==> src/rtl/cnt_pkg.sv <==
// Shared constants and helpers for the counters library.
// Direction/mode encodings and a width helper for sizing internal counters.
package cnt_pkg;

   localparam logic CNT_UP   = 1'b1;
   localparam logic CNT_DN   = 1'b0;
   localparam logic CNT_WRAP = 1'b0;
   localparam logic CNT_SAT  = 1'b1;

   // Bits needed to hold 0..v-1; never less than one bit.
   function automatic int unsigned clog2(input int unsigned v);
      int unsigned r;
      int unsigned x;
      r = 0;
      x = (v > 0) ? v - 1 : 0;
      while (x > 0) begin
         r = r + 1;
         x = x >> 1;
      end
      if (r == 0) begin
         r = 1;
      end
      return r;
   endfunction

endpackage

==> src/rtl/cnt_prescaler.sv <==
// Enable-gated prescaler: emits a one-cycle tick every PRESCALE enabled cycles.
// Holds its phase while en is low; clr_i returns it to phase 0.
module cnt_prescaler
   import cnt_pkg::*;
#(
   parameter int unsigned PRESCALE = 1
) (
   input  logic clk,
   input  logic res,
   input  logic en,
   input  logic clr_i,
   output logic tick
);

   localparam int unsigned PW = clog2(PRESCALE);
   localparam logic [PW-1:0] LAST = PW'(PRESCALE - 1);

   logic [PW-1:0] pre_q;
   logic [PW-1:0] pre_d;

   // With PRESCALE=1 the register stays at 0 and tick reduces to en.
   assign tick = en & (pre_q == LAST);

   always_comb begin
      pre_d = pre_q;
      if (clr_i) begin
         pre_d = '0;
      end else if (en) begin
         pre_d = tick ? '0 : pre_q + PW'(1);
      end
   end

   always_ff @(posedge clk or negedge res) begin
      if (!res) begin
         pre_q <= '0;
      end else begin
         pre_q <= pre_d;
      end
   end

endmodule

==> src/rtl/mod_updown_counter.sv <==
// Modulo-N up/down counter with prescaled stepping, load, clear, wrap/saturate
// mode, terminal count, wrap/saturation pulses and a sticky overflow flag.
module mod_updown_counter
   import cnt_pkg::*;
#(
   parameter int unsigned WIDTH    = 4,
   parameter int unsigned MODULUS  = 16,
   parameter int unsigned PRESCALE = 1
) (
   input  logic             clk,
   input  logic             res,
   input  logic             en,
   input  logic             clr,
   input  logic             load,
   input  logic [WIDTH-1:0] load_val,
   input  logic             up,
   input  logic             sat,
   output logic [WIDTH-1:0] count,
   output logic             tc,
   output logic             wrap_p,
   output logic             sat_p,
   output logic             ovf
);

   if (WIDTH < 1 || WIDTH > 31 || MODULUS < 2 || longint'(MODULUS) > (64'd1 << WIDTH) ||
       PRESCALE < 1 || PRESCALE > 65535) begin : g_bad_param
      $fatal(1, "mod_updown_counter: illegal WIDTH/MODULUS/PRESCALE combination");
   end

   localparam logic [WIDTH-1:0] MAX = WIDTH'(MODULUS - 1);

   logic [WIDTH-1:0] count_q, count_d;
   logic             wrap_q, wrap_d;
   logic             sat_q, sat_d;
   logic             ovf_q, ovf_d;
   logic             tick;

   cnt_prescaler #(
      .PRESCALE (PRESCALE)
   ) u_prescaler (
      .clk   (clk),
      .res   (res),
      .en    (en),
      .clr_i (clr | load),
      .tick  (tick)
   );

   // tc doubles as the "at the end of the range in this direction" condition.
   assign tc = (up == CNT_UP) ? (count_q == MAX) : (count_q == '0);

   always_comb begin
      count_d = count_q;
      wrap_d  = 1'b0;
      sat_d   = 1'b0;
      ovf_d   = ovf_q;
      if (clr) begin
         count_d = '0;
         ovf_d   = 1'b0;
      end else if (load) begin
         count_d = (load_val > MAX) ? MAX : load_val;
      end else if (tick) begin
         if (!tc) begin
            count_d = (up == CNT_UP) ? count_q + WIDTH'(1) : count_q - WIDTH'(1);
         end else if (sat == CNT_SAT) begin
            sat_d = 1'b1;
         end else begin
            count_d = (up == CNT_UP) ? '0 : MAX;
            wrap_d  = 1'b1;
         end
         ovf_d = ovf_q | wrap_d | sat_d;
      end
   end

   always_ff @(posedge clk or negedge res) begin
      if (!res) begin
         count_q <= '0;
         wrap_q  <= 1'b0;
         sat_q   <= 1'b0;
         ovf_q   <= 1'b0;
      end else begin
         count_q <= count_d;
         wrap_q  <= wrap_d;
         sat_q   <= sat_d;
         ovf_q   <= ovf_d;
      end
   end

   assign count  = count_q;
   assign wrap_p = wrap_q;
   assign sat_p  = sat_q;
   assign ovf    = ovf_q;

endmodule

==> config.mk <==
export PLATFORM = sky130hd
export DESIGN_NAME = mod_updown_counter
export DESIGN_NICKNAME = d
export VERILOG_FILES = /design/src/rtl/cnt_pkg.sv /design/src/rtl/cnt_prescaler.sv /design/src/rtl/mod_updown_counter.sv
export SDC_FILE = /design/constraint.sdc
export NUM_CORES = 1
export LEC_CHECK = 0
export ABC_AREA = 1
export CAP_MARGIN = 10
export CORE_AREA = 2 2 39 41
export CTS_BUF_LIST = sky130_fd_sc_hd__clkbuf_4 sky130_fd_sc_hd__clkbuf_8 sky130_fd_sc_hd__clkbuf_16
export CTS_CLUSTER_DIAMETER = 150
export CTS_CLUSTER_SIZE = 16
export DETAILED_ROUTE_END_ITERATION = 16
export DIE_AREA = 0 0 41 43
export GPL_TIMING_DRIVEN = 0
export PLACE_DENSITY = 0.73
export SLEW_MARGIN = 0
export SYNTH_ARGS = -nofsm -noshare
export SYNTH_HDL_FRONTEND = slang
export SYNTH_SLANG_ARGS = --single-unit
==> constraint.sdc <==
create_clock -name clk -period 4.4 [get_ports clk]
set_input_delay 1.1 -clock clk [delete_from_list [all_inputs] [get_ports clk]]
set_output_delay 1.1 -clock clk [all_outputs]
set_load 0.02 [all_outputs]
==> impl_metrics.json <==
{
  "status": "complete, no violations",
  "syn_nets": 95,
  "syn_to_final_growth_pct": 38.0,
  "drtIter0Drc": 6,
  "yosys-top-cells-area": "dfrtp_1, nand2_1, inv_1",
  "ctsHoldBuffers": 0,
  "setup_viol": 0,
  "synth_ff_type": "dfrtp_1",
  "start_kind": "primary input",
  "p_leak_nw": 0.386,
  "clkTransAtPathRegs_ps": 60,
  "use_met1_pct": 24.8,
  "fillers": 142,
  "skew_ps": 2.81,
  "cts_max_path_buffers": 2,
  "post_synth.cell_area_avg_um2": 7.23,
  "synth.ff_latch_count": 8,
  "fin_cells": 118,
  "initial_core_util_pct": 42.3,
  "track_usage_pct": 18.4,
  "timing.final.crit_share_pct": 85.3,
  "max-vdd-ir-drop_mv": 0.134,
  "synth_top_area_share_pct": 34.2,
  "worstSkewPairLatency_ps": 260,
  "grt_max_degree": 9,
  "synth_cell_types": 17,
  "yosys.cell_count.top_type": "nand2_1",
  "syn_area_um2": 586,
  "hold_class": "flip-flop to flip-flop",
  "wl_per_cell_um": 10.4,
  "slew_viol_final": 0,
  "end_kind": "output port",
  "critPathArrivalTime_ps": 2650,
  "top_usage_layer": "met1",
  "grt_antenna_before_repair": 0,
  "worst_slack_ps": 645,
  "grt_util_met2_pct": 24.7,
  "yosysWarningCount": 0,
  "tightestPinTransition_ps": 385,
  "setup_tns_ps": 0,
  "via_count": 576,
  "layout-drive-gt1-share_pct": 14.7,
  "async_reset_ff_share_pct": 100,
  "max_slew_margin_pct": 74.2,
  "worstHoldStart": "u_prescaler.pre_q$_DFFE_PN0P_",
  "hold_viol_final": 0,
  "core_mm2": 0.00138,
  "portBuffers": 18,
  "pre_cts_ws_ps": 645,
  "nets": 118,
  "dp_hpwl_um": 985,
  "grt_overflow": 0,
  "syn_inst": 81,
  "grt_pass1_vias": 518,
  "cts_tree": "built",
  "clkSinkCount": 8,
  "placedCellCount": 115,
  "viasPerCell": 4.88,
  "io_pins": 19,
  "power_per_cell_area_mw_per_mm2": 290,
  "fin_crit_ps": 3750,
  "grt_pass1_wl_mm": 2.15,
  "synth_common_cells": "nand2_1, inv_1, dfrtp_1",
  "htree_levels": 1,
  "crit_fanout": 5,
  "cts-root-buf": "clkbuf_4",
  "reg2reg_from": "count[0]$_DFFE_PN0P_",
  "cts-buffers-inserted": 3,
  "cts_setup_buffers": 0,
  "chipHeight_um": 43,
  "std_cell_rows": 14,
  "grt_setup_unrepaired": "no",
  "critical_path.startpoint": "up",
  "maxCapViolations": 0,
  "crit_required_ps": 3300,
  "seq_area_frac_synth_pct": 34.2,
  "place.gp.congestion": 0.763,
  "ant_nets": 0,
  "timing.fmax_mhz": 266,
  "synth-edff-count": 0,
  "use_met3_pct": 4.71,
  "ctsResizeCount": 0,
  "drc": 0,
  "drtPass1Iterations": 3,
  "die-area_mm2": 0.00176,
  "die_x_um": 41,
  "wirelength_mm": 1.23,
  "n_antenna_cell": 0,
  "yosysTopAreaCell": "dfrtp_1",
  "path_class": "primary input to output port"
}
==> layout by cell type, fill, tap and decap left out, types with 3 or more instances in the layout <==
master	n
clkbuf_4	3
clkdlybuf4s50_1	18
dfrtp_1	8
inv_1	12
nand2_1	27
nand2_2	3
nand3_1	6
nor2_1	6
o21ai_0	3
o21ai_2	4
==> report_power, final <==
part / total (W) / switching (W) / internal [W]
Sequential: 0.0000898 / 0.0000108 / 0.0000790
Clock: 0.0000593 / 0.0000279 / 0.0000314
Combinational: 0.0000855 / 0.0000463 / 0.0000392
==> worst paths after layout <==
check | end | slack, ps | cells past startpoint
hold / removal | u_prescaler.pre_q$_DFFE_PN0P_ | 520 | 2
max in group asynchronous | ovf$_DFFE_PN0P_ | 3000 | 1
setup reg to reg | count[2]$_DFFE_PN0P_ | 2790 | 8
min in group asynchronous | u_prescaler.pre_q$_DFFE_PN0P_ | 1120 | 1
hold reg to reg | u_prescaler.pre_q$_DFFE_PN0P_ | 520 | 2
setup / recovery | tc | 650 | 4
==> registers in the layout (all words and copies together), names as in the netlist <==
| name | count |
|---|---|
| count | 4 |
| ovf | 1 |
| sat_p | 1 |
| wrap_p | 1 |
| u_prescaler.pre_q | 1 |
==> stage by stage <==
stage               hold slack, ps  area (µm²)  util, %  power, W
floorplan                      480         586        -  0.000142
global placement               495         786     56.8  0.000175
detailed placement             514         786     56.8  0.000177
CTS                            523         808     58.4  0.000237
global route                   539         808     58.4  0.000254
finish                         515         808     58.4  0.000235
==> critical path: stages <==
cell	delay [ps]
clkdlybuf4s50_1	600
nand2_2	110
o21ai_2	210
clkdlybuf4s50_1	630
==> metal layers <==
metal  up-vias  wire (µm)  part of all wire, %
met5         -          0                    0
met2        14        583                   47
met1       260        566                   46
li1        297          -                    -
met3         5         46                  3.7
met4         0         36                  2.9
==> cells by family after synthesis <==
logic type	Yosys count	share of synthesized area (%)
DFF	8	34.2
and+or+nand+nor	49	39.5
xor gates and xnor gates	1	1.50
AOI/OAI and AO/OA	8	9.40
adders and majority gates	3	7.69
buffers and inverters	12	7.69
==> final cells by class <==
class	instances	area [µm²]	share of cell area, %
Sequential cell	8	200	24.8
Inverter	12	45.0	5.57
Clock buffer	3	22.5	2.79
Tap cell	16	20.0	2.48
Multi-Input combinational cell	61	340	42.1
Timing Repair Buffer	18	180	22.3
(Power assumes the default switching activity.)
